### src/rtl/controle_porta_pkg.sv
// Shared types and constants for the door controller.
//   estado_t  : FSM state encoding
//   HEX_*     : active-low 7-segment codes (bit 6 = segment g)
//   calc_cw   : timer width able to hold max(a,b)
package controle_porta_pkg;

  typedef enum logic [2:0] {
    FECHADO  = 3'd0,
    ABRINDO  = 3'd1,
    ABERTO   = 3'd2,
    FECHANDO = 3'd3,
    ERRO     = 3'd4
  } estado_t;

  localparam logic [6:0] HEX_F = 7'b0001110;
  localparam logic [6:0] HEX_O = 7'b1000000;
  localparam logic [6:0] HEX_A = 7'b0001000;
  localparam logic [6:0] HEX_E = 7'b0000110;

  function automatic int calc_cw(input int a, input int b);
    int m;
    m = (a > b) ? a : b;
    return $clog2(m + 1);
  endfunction

  function automatic logic [6:0] hex_de(input estado_t e);
    case (e)
      FECHADO:           return HEX_F;
      ABRINDO, FECHANDO: return HEX_O;
      ABERTO:            return HEX_A;
      default:           return HEX_E;
    endcase
  endfunction

endpackage

### src/rtl/controle_porta_temporizador.sv
// temporizador_porta: saturating up-counter used by the door FSM.
// Ports:
//   clk_i, rst_i (sync, active-high)
//   clr_i        : force count to 0 (priority over en_i)
//   en_i         : count up by one, holding once limite_i-1 is reached
//   limite_i     : run-time limit chosen by the FSM per state
//   fim_o        : count == limite_i-1
// Parameter LIMITE is the largest limit ever applied; it sizes the counter.
import controle_porta_pkg::*;

module temporizador_porta #(
  parameter int LIMITE = 100
) (
  input  logic                              clk_i,
  input  logic                              rst_i,
  input  logic                              clr_i,
  input  logic                              en_i,
  input  logic [calc_cw(LIMITE,LIMITE)-1:0] limite_i,
  output logic                              fim_o
);

  localparam int CW = calc_cw(LIMITE, LIMITE);

  logic [CW-1:0] cont_q, cont_d, ultimo;

  assign ultimo = limite_i - CW'(1);
  assign fim_o  = (cont_q == ultimo);

  always_comb begin
    cont_d = cont_q;
    if (clr_i)
      cont_d = '0;
    else if (en_i && !fim_o)
      cont_d = cont_q + CW'(1);
  end

  always_ff @(posedge clk_i) begin
    if (rst_i) cont_q <= '0;
    else       cont_q <= cont_d;
  end

endmodule

### src/rtl/controle_porta.sv
// controle_porta: door motor sequencer with auto-close, LEDs and status code.
// Ports:
//   clock, reset (sync, active-high)
//   botao, trava, sensor_aberta, sensor_fechada, obstaculo : switch inputs
//   motor_abrir, motor_fechar : motor commands
//   ledVerde, ledVermelho     : status LEDs
//   HEX                       : active-low 7-seg code (F/O/A/E)
// Optional macro CONTROLE_PORTA_TIMEOUT_EN adds a motion watchdog (state ERRO).
//
// state    | meaning
// FECHADO  | door closed, waiting for an unlocked open request
// ABRINDO  | open motor running until sensor_aberta
// ABERTO   | door held open, auto-close timer running
// FECHANDO | close motor running; obstacle/button reverses
// ERRO     | motion timeout, left only by reset (watchdog build only)
import controle_porta_pkg::*;

module controle_porta #(
  parameter int T_ABERTA = 50,
  parameter int T_MOTOR  = 100
) (
  input  logic       clock,
  input  logic       reset,
  input  logic       botao,
  input  logic       trava,
  input  logic       sensor_aberta,
  input  logic       sensor_fechada,
  input  logic       obstaculo,
  output logic       motor_abrir,
  output logic       motor_fechar,
  output logic       ledVerde,
  output logic       ledVermelho,
  output logic [6:0] HEX
);

  localparam int LIM_MAX = (T_ABERTA > T_MOTOR) ? T_ABERTA : T_MOTOR;
  localparam int CW      = calc_cw(T_ABERTA, T_MOTOR);
  localparam logic [CW-1:0] LIM_ABERTA = CW'(T_ABERTA);
`ifdef CONTROLE_PORTA_TIMEOUT_EN
  localparam logic [CW-1:0] LIM_MOTOR  = CW'(T_MOTOR);
`endif

  estado_t       estado_q, estado_d;
  logic          fim, tmr_clr, tmr_en;
  logic [CW-1:0] limite;

`ifdef CONTROLE_PORTA_TIMEOUT_EN
  assign limite = (estado_q == ABERTO) ? LIM_ABERTA : LIM_MOTOR;
  assign tmr_en = (estado_q == ABERTO) || (estado_q == ABRINDO) || (estado_q == FECHANDO);
`else
  assign limite = LIM_ABERTA;
  assign tmr_en = (estado_q == ABERTO);
`endif

  // Button in ABERTO restarts the hold time; any state change starts from 0.
  assign tmr_clr = (estado_d != estado_q) || ((estado_q == ABERTO) && botao);

  always_comb begin
    estado_d = estado_q;
    case (estado_q)
      FECHADO:  if (botao && !trava) estado_d = ABRINDO;
      ABRINDO: begin
        if (sensor_aberta) estado_d = ABERTO;
`ifdef CONTROLE_PORTA_TIMEOUT_EN
        else if (fim)      estado_d = ERRO;
`endif
      end
      // fim holds while obstaculo is high, so closing follows the obstacle clearing.
      ABERTO:   if (!botao && fim && !obstaculo) estado_d = FECHANDO;
      FECHANDO: begin
        if (obstaculo || botao) estado_d = ABRINDO;
        else if (sensor_fechada) estado_d = FECHADO;
`ifdef CONTROLE_PORTA_TIMEOUT_EN
        else if (fim)            estado_d = ERRO;
`endif
      end
      ERRO:     estado_d = ERRO;
      default:  estado_d = FECHADO;
    endcase
  end

  temporizador_porta #(.LIMITE(LIM_MAX)) u_tmr (
    .clk_i    (clock),
    .rst_i    (reset),
    .clr_i    (tmr_clr),
    .en_i     (tmr_en),
    .limite_i (limite),
    .fim_o    (fim)
  );

  // Outputs decoded from the next state so they are valid on state entry.
  always_ff @(posedge clock) begin
    if (reset) begin
      estado_q     <= FECHADO;
      motor_abrir  <= 1'b0;
      motor_fechar <= 1'b0;
      ledVerde     <= 1'b0;
      ledVermelho  <= 1'b1;
      HEX          <= HEX_F;
    end else begin
      estado_q     <= estado_d;
      motor_abrir  <= (estado_d == ABRINDO);
      motor_fechar <= (estado_d == FECHANDO);
      ledVerde     <= (estado_d == ABERTO);
      ledVermelho  <= (estado_d != ABERTO);
      HEX          <= hex_de(estado_d);
    end
  end

endmodule

### config.mk
export PLATFORM = sky130hd
export DESIGN_NAME = controle_porta
export DESIGN_NICKNAME = d
export VERILOG_FILES = /design/src/rtl/controle_porta_pkg.sv /design/src/rtl/controle_porta_temporizador.sv /design/src/rtl/controle_porta.sv
export SDC_FILE = /design/constraint.sdc
export NUM_CORES = 1
export LEC_CHECK = 0
export BUFFER_PORTS_ARGS = -buffer_cell sky130_fd_sc_hd__clkbuf_2
export CAP_MARGIN = 20
export CORE_MARGIN = 1.5
export CORE_UTILIZATION = 47
export DETAILED_ROUTE_END_ITERATION = 12
export PLACE_DENSITY = 0.69
export SYNTH_ARGS = -nofsm -noshare
export SYNTH_HDL_FRONTEND = slang
export SYNTH_SLANG_ARGS = --single-unit
### constraint.sdc
create_clock -name clock -period 1.7 [get_ports clock]
set_clock_uncertainty 0.2 [all_clocks]
set_input_delay 0 -clock clock [delete_from_list [all_inputs] [get_ports clock]]
set_output_delay 0 -clock clock [all_outputs]
set_load 0.005 [all_outputs]
==> results of run 1 <==
[what timing repair did]
item                                   in CTS  in global routing
endpoints found under the hold margin      10                  0
hold buffers                                6                  0
gates resized for setup                     0                  9
setup endpoints to repair                   0                 11
[registers in the layout, summed over array words and instances, names as in the netlist]
name and cells:
u_tmr.cont_q 7, estado_q 3, HEX 3, ledVerde 1
ledVermelho 1, motor_abrir 1, motor_fechar 1
[cells by family (layout without fill, tap and decap cells)]
group           Yosys count  count (layout)  synth area share, %
xor+xnor                  6               6                 5.97
flops                    17              17                 38.7
buf+inv                   9              34                 6.97
simple gates             37              37                 30.9
compound gates           11              11                 14.2
other cells               1               3                0.426
fa+ha+maj                 2               2                 2.84
[stage by stage]
| stage | worst slack (ps) | setup TNS [ps] | util (%) | instances |
|---|---|---|---|---|
| 2_1_floorplan | 5.32 | 0 | - | 85 |
| 3_3_place_gp | 65.7 | 0 | 57.1 | 125 |
| 3_5_place_dp | 34.2 | 0 | 57.1 | 125 |
| 4_1_cts | 13.8 | 0 | 62.1 | 135 |
| 5_1_grt | -46.9 | -171 | 64.4 | 135 |
| 6_report | 42.4 | 0 | 64.4 | 135 |
[routing by layer]
metal | part of all wire [%] | vias to the layer above
met4 | 1.5 | 0
li1 | - | 345
met1 | 48 | 318
met5 | 0 | -
met2 | 47 | 18
met3 | 3.8 | 4
[worst paths after layout]
kind                     endpoint  slack [ps]  cells after the start
hold reg to reg       estado_q[2]         330                      1
hold / removal        estado_q[2]         330                      1
setup reg to reg  u_tmr.cont_q[1]          40                      4
setup / recovery  u_tmr.cont_q[1]          40                      4
[cell type report]
cell class / count / share of cell area, %
Inverter: 2 / 0.668
Timing Repair Buffer: 28 / 16.9
Tap cell: 25 / 2.78
Multi-Input combinational cell: 59 / 46.5
Clock buffer: 4 / 2.34
Sequential cell: 17 / 30.7
[power breakdown]
| group | total (uW) | switching [uW] | internal [uW] |
|---|---|---|---|
| Sequential | 419 | 7.79 | 412 |
| Clock | 211 | 120 | 91.1 |
| Combinational | 126 | 65.9 | 59.6 |
[Yosys cell counts (all sizes together)]
master	count
nor2	5
nand2	3
o311a	1
nand3	3
nor4	2
a221o	1
dfxtp	17
a21oi	3
nand4b	1
buf	7
nor4b	2
a31oi	2
a21boi	1
nor2b	2
nand2b	3
inv	2
conb	1
and2	2
nor3	7
xor2	4
o21ai	1
a2111oi	1
ha	2
a211oi	1
or3b	1
nand4bb	1
and4	1
nand4	2
xnor2	2
nor3b	1
and3	1
[worst register-to-register path, delay by kind of cell (launching register included)]
kind / cells / cell delay, ps
simple gates: 2 / 490
compound gates: 2 / 490
flops: 1 / 390
==> flow_summary.json, run 1 <==
{
  "kind_of_cell_with_the_highest_combined_delay_on_the_critical_path": "simple AND/OR/NAND/NOR gates",
  "design.core.area_um2": 1750,
  "fin_crit_ps": 1660,
  "crit_buf_inv": 0,
  "min-delay-start": "estado_q[0]",
  "syn-mean-instance-area_um2": 10.6,
  "critPathLaunchType": "flip-flop",
  "layout-drive-gt1-share_pct": 43.6,
  "cts_root_buffer": "sky130_fd_sc_hd__clkbuf_4",
  "gp_congestion": 0.831,
  "via_count": 685,
  "report.final.setup_viol": 0,
  "antenna_violations_before_repair": 0,
  "hp-class": "reg2reg",
  "area_delta_synth_final_pct": 27.7,
  "largest_net_degree_at_the_start_of_global_routing": 10,
  "regArea_um2": 345,
  "grt_overflow_total": 0,
  "max_capacitance_violation_count": 0,
  "htree_num_levels": 1,
  "dieArea_um2": 2140,
  "max-vdd-ir-drop_v": 0.000545,
  "die_height_um": 46.3,
  "ys_seq_elements": 17,
  "clk_path_buf_depth": 2,
  "synth.largest_area_cell": "sky130_fd_sc_hd__dfxtp_1",
  "io_pins": 18,
  "timing_max_transition_violations_final": 0,
  "n_antenna_cell": 0,
  "multiInputGateArea_um2": 523,
  "crit_required_ps": 1690,
  "grt_pass1_vias": 649,
  "crit_fanout": 4,
  "end_kind": "flip-flop",
  "fin_area_um2": 1120,
  "reg2reg_from": "estado_q[1]",
  "drc": 0,
  "postPlaceCellArea_um2": 997,
  "synth.cell_area_um2": 880,
  "grt_pass1_wl_um": 2930,
  "tritoncts.num_buffers": 3,
  "clkSinkCount": 17,
  "met2_usage_pct": 28.3,
  "max_clock_freq_mhz": 603,
  "initialDrtViolationCount": 27,
  "final.hold.worst_slack_ps": 334,
  "critical_path.max_stage_delay_ps": 420,
  "final.fill_count": 149,
  "clkTransAtPathRegs_ps": 100,
  "rsz0062_at_grt": "yes",
  "synthCells": 83,
  "groute.usage.overall_pct": 20.0,
  "post_cts_setup_repair_bufs": 0,
  "synth_largest_type_area_fraction_pct": 38.7,
  "power_density_nw_per_um2": 673,
  "gr-max-usage-layer": "met2",
  "power_uw": 756,
  "layout_commonest_cell": "sky130_fd_sc_hd__clkbuf_2",
  "status": "complete, no violations",
  "met1_resource_use_gr_pct": 27.5,
  "timing.setup.critical_path_class": "reg2reg",
  "min_period_over_period_pct": 97.5,
  "seq_area_frac_synth_pct": 38.7,
  "dr.pass1.iters": 5,
  "cts_tree": "done",
  "worstPathArrival_ps": 1650,
  "final_antenna_net_count": 0,
  "num-nets-final": 120,
  "power.leakage_uw": 0.000449,
  "grt.met3_usage_pct": 4.71,
  "clk-insertion-delay-late_ps": 290,
  "floorplan.initialDensity_pct": 50.4,
  "timing_hold_violations_final": 0,
  "yosys_warnings": 0,
  "wirelength_um": 1790,
  "core.rowCount": 15,
  "critical_path.slowest_cell": "sky130_fd_sc_hd__or3b_4",
  "avgRoutedWirePerCell_um": 13.2,
  "layout.cells.most_common_list": "14 x sky130_fd_sc_hd__clkbuf_2, 13 x sky130_fd_sc_hd__dfxtp_1, 8 x sky130_fd_sc_hd__buf_4",
  "hpwl_um": 1290,
  "synthTopCellsByArea": "sky130_fd_sc_hd__dfxtp_1 39%, sky130_fd_sc_hd__buf_4 4.3%, sky130_fd_sc_hd__xor2_1 4.0%, sky130_fd_sc_hd__nor3_1 3.4%, sky130_fd_sc_hd__ha_1 2.8%",
  "setup.worst_path.start": "estado_q[1]",
  "vias_per_cell": 5.07,
  "netlist-cell-type-count": 40,
  "placement.io_buffers": 14,
  "dieWidth_um": 46.3,
  "worstPathCellList": "or3b_4, a21oi_4, nor2_2, a2111oi_4"
}
No activity file was read; power rests on OpenSTA's default activity.
==> run 2: changes to the inputs <==
--- a/config.mk
+++ b/config.mk
@@ -10,7 +10,7 @@
 export CORE_MARGIN = 1.5
 export CORE_UTILIZATION = 47
 export DETAILED_ROUTE_END_ITERATION = 12
-export PLACE_DENSITY = 0.69
+export PLACE_DENSITY = 0.73
 export SYNTH_ARGS = -nofsm -noshare
 export SYNTH_HDL_FRONTEND = slang
 export SYNTH_SLANG_ARGS = --single-unit
==> flow_summary.json, run 2 (synthesis gave the netlist of run 1 again) <==
{
  "largest_net_degree_at_the_start_of_global_routing": 10,
  "critPathLaunchType": "flip-flop",
  "end_kind": "flip-flop",
  "hp-class": "in2reg",
  "placed_cells_incl_taps": 126,
  "via_count": 725,
  "timing_hold_violations_final": 0,
  "post_layout_nonfiller_instances": 143,
  "largest_register_ffs": 7,
  "n_antenna_cell": 0,
  "dr.pass1.iters": 6,
  "layout.cells.most_common_list": "14 x sky130_fd_sc_hd__clkbuf_2, 14 x sky130_fd_sc_hd__buf_4, 12 x sky130_fd_sc_hd__dfxtp_1",
  "min_period_over_period_pct": 99.3,
  "max-vdd-ir-drop_v": 0.000472,
  "clkSinkCount": 17,
  "rsz0062_at_grt": "yes",
  "timing.setup.critical_path_class": "reg2reg",
  "num-nets-final": 128,
  "initialDrtViolationCount": 13,
  "worstPathArrival_ps": 1650,
  "htree_num_levels": 1,
  "multiInputGateArea_um2": 553,
  "grt_overflow_total": 0,
  "max_clock_freq_mhz": 592,
  "io_pins": 18,
  "avgRoutedWirePerCell_um": 14.0,
  "groute.usage.overall_pct": 19.2,
  "layout.core_utilization_pct": 70.8,
  "crit_required_ps": 1660,
  "final.fill_count": 134,
  "max_capacitance_violation_count": 0,
  "timing_max_transition_violations_final": 0,
  "clk-insertion-delay-late_ps": 280,
  "clk_path_buf_depth": 2,
  "grt_pass1_wl_um": 2880,
  "crit_fanout": 7,
  "layout-drive-gt1-share_pct": 51.7,
  "die_height_um": 46.3,
  "antenna_violations_before_repair": 0,
  "report.final.setup_viol": 0,
  "cts_root_buffer": "sky130_fd_sc_hd__clkbuf_4",
  "hpwl_um": 1310,
  "design.core.area_um2": 1750,
  "power.leakage_uw": 0.000501,
  "status": "complete, no violations",
  "clkTransAtPathRegs_ps": 90,
  "final_antenna_net_count": 0,
  "dieArea_um2": 2140,
  "dieWidth_um": 46.3,
  "gp_congestion": 0.823,
  "placement.io_buffers": 14,
  "grt_pass1_vias": 672,
  "area_delta_synth_final_pct": 40.5,
  "regArea_um2": 352,
  "tritoncts.num_buffers": 3,
  "reg.largest.list": "u_tmr.cont_q: 7 flops, HEX: 3 flops, estado_q: 3 flops",
  "core.rowCount": 15,
  "vias_per_cell": 5.07,
  "wirelength_um": 2010,
  "fin_crit_ps": 1690,
  "cts_tree": "done",
  "power_density_nw_per_um2": 634,
  "registers.top_by_ff_count": "u_tmr.cont_q",
  "drc": 0,
  "floorplan.initialDensity_pct": 50.4
}
run 2: changes by cell type in the layout (fill, tap and decap cells not counted), sizes merged:
cell,before,now
buf,8,16
run 2: where the power goes:
group          internal (uW)  switching [uW]
sequential               410            8.67
combinational           84.4            77.5
clock                   91.2             112
total                    585             199
run 2: worst max-delay path, stage by stage, from the launching register on:
cell,delay [ps]
sky130_fd_sc_hd__dfxtp_2,330
sky130_fd_sc_hd__inv_2,60
sky130_fd_sc_hd__ha_4,110
sky130_fd_sc_hd__nor4b_4,290
sky130_fd_sc_hd__nand4_4,190
sky130_fd_sc_hd__a21boi_4,190
sky130_fd_sc_hd__buf_12,140
sky130_fd_sc_hd__a2111oi_4,40
run 2: layout make-up:
class                   count  area share, %
repair buffers             36           21.6
well taps                  25           2.53
inverters                   2          0.607
multi-input cells          59           44.7
clock buffers               4           2.13
flip-flops and latches     17           28.4
run 2: metrics by stage:
stage	hold slack (ps)	instance area [um2]	power (uW)	setup WS (ps)	TNS (ps)
finish	366	1240	784	11.5	0
global route	367	1240	832	-70.4	-421
CTS	359	1100	748	4.61	0
detailed placement	117	1000	533	-14.6	-14.6
global placement	96.3	1000	528	40.8	0
floorplan	-131	890	499	5.32	0
run 2: worst paths after layout:
kind                    from               to  slack, ps  depth (start not counted)
max reg2reg  u_tmr.cont_q[1]  u_tmr.cont_q[1]         10                          7
min                    reset           HEX[6]        370                          3
max          u_tmr.cont_q[1]  u_tmr.cont_q[1]         10                          7
min reg2reg  u_tmr.cont_q[4]  u_tmr.cont_q[4]        400                          2
run 2: repair_timing:
item                                   4_1_cts  5_1_grt
pin swaps                                    2       12
hold buffers                                 6        0
endpoints found under the hold margin       10        0
gates resized for setup                      4       15
setup endpoints to repair                    2       10
buffers inserted                             0        7
run 2: routing by layer:
layer | wire (um) | vias up | GRT usage (%)
met5 | 0 | - | 0
met4 | 19 | 0 | 5.14
met3 | 62 | 2 | 5.88
met1 | 819 | 344 | 23.4
li1 | - | 362 | -
met2 | 1110 | 17 | 32.2
==> run 3: changes to the inputs <==
--- a/config.mk
+++ b/config.mk
@@ -7,10 +7,12 @@
 export LEC_CHECK = 0
 export BUFFER_PORTS_ARGS = -buffer_cell sky130_fd_sc_hd__clkbuf_2
 export CAP_MARGIN = 20
+export CORE_ASPECT_RATIO = 0.6
 export CORE_MARGIN = 1.5
-export CORE_UTILIZATION = 47
+export CORE_UTILIZATION = 40
 export DETAILED_ROUTE_END_ITERATION = 12
-export PLACE_DENSITY = 0.73
+export PLACE_DENSITY = 0.69
 export SYNTH_ARGS = -nofsm -noshare
 export SYNTH_HDL_FRONTEND = slang
 export SYNTH_SLANG_ARGS = --single-unit
+export TNS_END_PERCENT = 1
==> flow_summary.json, run 3 (synthesis gave the netlist of run 1 again) <==
{
  "hpwl_um": 1380,
  "status": "complete, but fails checks",
  "htree_num_levels": 1,
  "end_kind": "flip-flop",
  "largest_register_ffs": 7,
  "io_pins": 18,
  "clkTransAtPathRegs_ps": 110,
  "worstPathArrival_ps": 1710,
  "crit_buf_inv": 2,
  "vias_per_cell": 5.09,
  "timing_hold_violations_final": 0,
  "final_antenna_net_count": 0,
  "placed_cells_incl_taps": 129,
  "groute.usage.overall_pct": 17.4,
  "hp-class": "reg2reg",
  "max-vdd-ir-drop_v": 0.000313,
  "registers.top_by_ff_count": "u_tmr.cont_q",
  "cts_tree": "done",
  "via_count": 733,
  "layout-drive-gt1-share_pct": 50.9,
  "dieWidth_um": 63.5,
  "fin_area_um2": 1210,
  "min_period_over_period_pct": 101,
  "critical_path.max_stage_delay_ps": 350,
  "crit_fanout": 2,
  "die_height_um": 39.3,
  "critical_path.slowest_cell": "sky130_fd_sc_hd__dfxtp_2",
  "clk-insertion-delay-late_ps": 300,
  "drc": 0,
  "clk_path_buf_depth": 2,
  "tritoncts.num_buffers": 3,
  "layout.cells.most_common_list": "14 x sky130_fd_sc_hd__clkbuf_2, 13 x sky130_fd_sc_hd__buf_4, 12 x sky130_fd_sc_hd__dfxtp_1",
  "fin_ws_ps": -9.47,
  "final.fill_count": 157,
  "grt_pass1_wl_um": 3060,
  "power_uw": 785,
  "placement.io_buffers": 14,
  "core.rowCount": 12,
  "post_layout_nonfiller_instances": 144,
  "power_density_nw_per_um2": 648,
  "fin_crit_ps": 1710,
  "postPlaceCellArea_um2": 1010,
  "largest_net_degree_at_the_start_of_global_routing": 11,
  "clkSinkCount": 17,
  "floorplan.initialDensity_pct": 45.1,
  "timing.setup.critical_path_class": "reg2reg",
  "reg.largest.list": "u_tmr.cont_q: 7 flops, HEX: 3 flops, estado_q: 3 flops",
  "layout_commonest_cell": "sky130_fd_sc_hd__clkbuf_2",
  "layout.core_utilization_pct": 62.1,
  "rsz0062_at_grt": "yes",
  "critPathLaunchType": "flip-flop",
  "num-nets-final": 126,
  "grt_pass1_vias": 632,
  "n_antenna_cell": 0,
  "worstPathCellList": "inv_2, ha_4, nor4b_4, buf_4, a211oi_2, xnor2_2, nor3_2",
  "power.leakage_uw": 0.000480,
  "grt_overflow_total": 0,
  "antenna_violations_before_repair": 0,
  "max_capacitance_violation_count": 0,
  "avgRoutedWirePerCell_um": 14.6,
  "wirelength_um": 2100,
  "design.core.area_um2": 1950,
  "dr.pass1.iters": 4,
  "failing_checks": "setup timing",
  "cts_root_buffer": "sky130_fd_sc_hd__clkbuf_4",
  "max_clock_freq_mhz": 585,
  "report.final.setup_viol": 1,
  "kind_of_cell_with_the_highest_combined_delay_on_the_critical_path": "flip-flops",
  "crit_required_ps": 1700,
  "dieArea_um2": 2500,
  "initialDrtViolationCount": 53,
  "timing_max_transition_violations_final": 0,
  "area_delta_synth_final_pct": 37.8,
  "gp_congestion": 0.821
}
==> run 3: layer usage <==
layer | track usage [%] | routed length (um) | up-vias
li1 | - | - | 359
met1 | 22.4 | 1000 | 343
met2 | 28.9 | 952 | 27
met3 | 6.03 | 113 | 4
met4 | 3.26 | 29 | 0
met5 | 0 | 0 | -
==> run 3: path summary, 6_finish.rpt <==
kind / from / endpoint / slack (ps) / depth (start not counted)
min: estado_q[1] / estado_q[2] / 300 / 1
min reg2reg: estado_q[1] / estado_q[2] / 300 / 1
max reg2reg: u_tmr.cont_q[1] / u_tmr.cont_q[2] / -9 / 7
max: u_tmr.cont_q[1] / u_tmr.cont_q[2] / -9 / 7
==> run 3: area by class of cell <==
class	instances	area, um2	area share (%)
repair buffers	34	248	20.4
clock buffers	3	22.5	1.86
flip-flops and latches	17	349	28.8
well taps	28	35.0	2.89
inverters	2	7.51	0.619
multi-input cells	59	546	45.0
clock inverters	1	5.00	0.413
==> run 3: power breakdown <==
group / switching, uW / internal [uW]
Clock: 129 / 87.5
Combinational: 71.6 / 75.9
Sequential: 10.7 / 411
==> run 3: repair_timing <==
action,in CTS,in global routing
endpoints found under the setup margin,8,10
hold buffers,6,0
buffers inserted,1,4
pin swaps,8,6
gates resized for setup,6,11
hold endpoints to repair,10,0
==> run 3: per-stage QoR <==
stage          TNS [ps]  setup slack [ps]  hold slack [ps]
5_1_grt            -294             -59.3              317
2_1_floorplan     -80.9             -17.8             -131
6_report          -9.47             -9.47              300
4_1_cts               0              5.91              308
3_3_place_gp      -94.9             -23.1             85.5
3_5_place_dp      -97.5             -21.3             89.3
==> run 3: worst register-to-register path, stage by stage (launching register included) <==
cell and delay (ps):
sky130_fd_sc_hd__dfxtp_2 350, sky130_fd_sc_hd__inv_2 40, sky130_fd_sc_hd__ha_4 150, sky130_fd_sc_hd__nor4b_4 130, sky130_fd_sc_hd__buf_4 150, sky130_fd_sc_hd__a211oi_2 280, sky130_fd_sc_hd__xnor2_2 110, sky130_fd_sc_hd__nor3_2 200
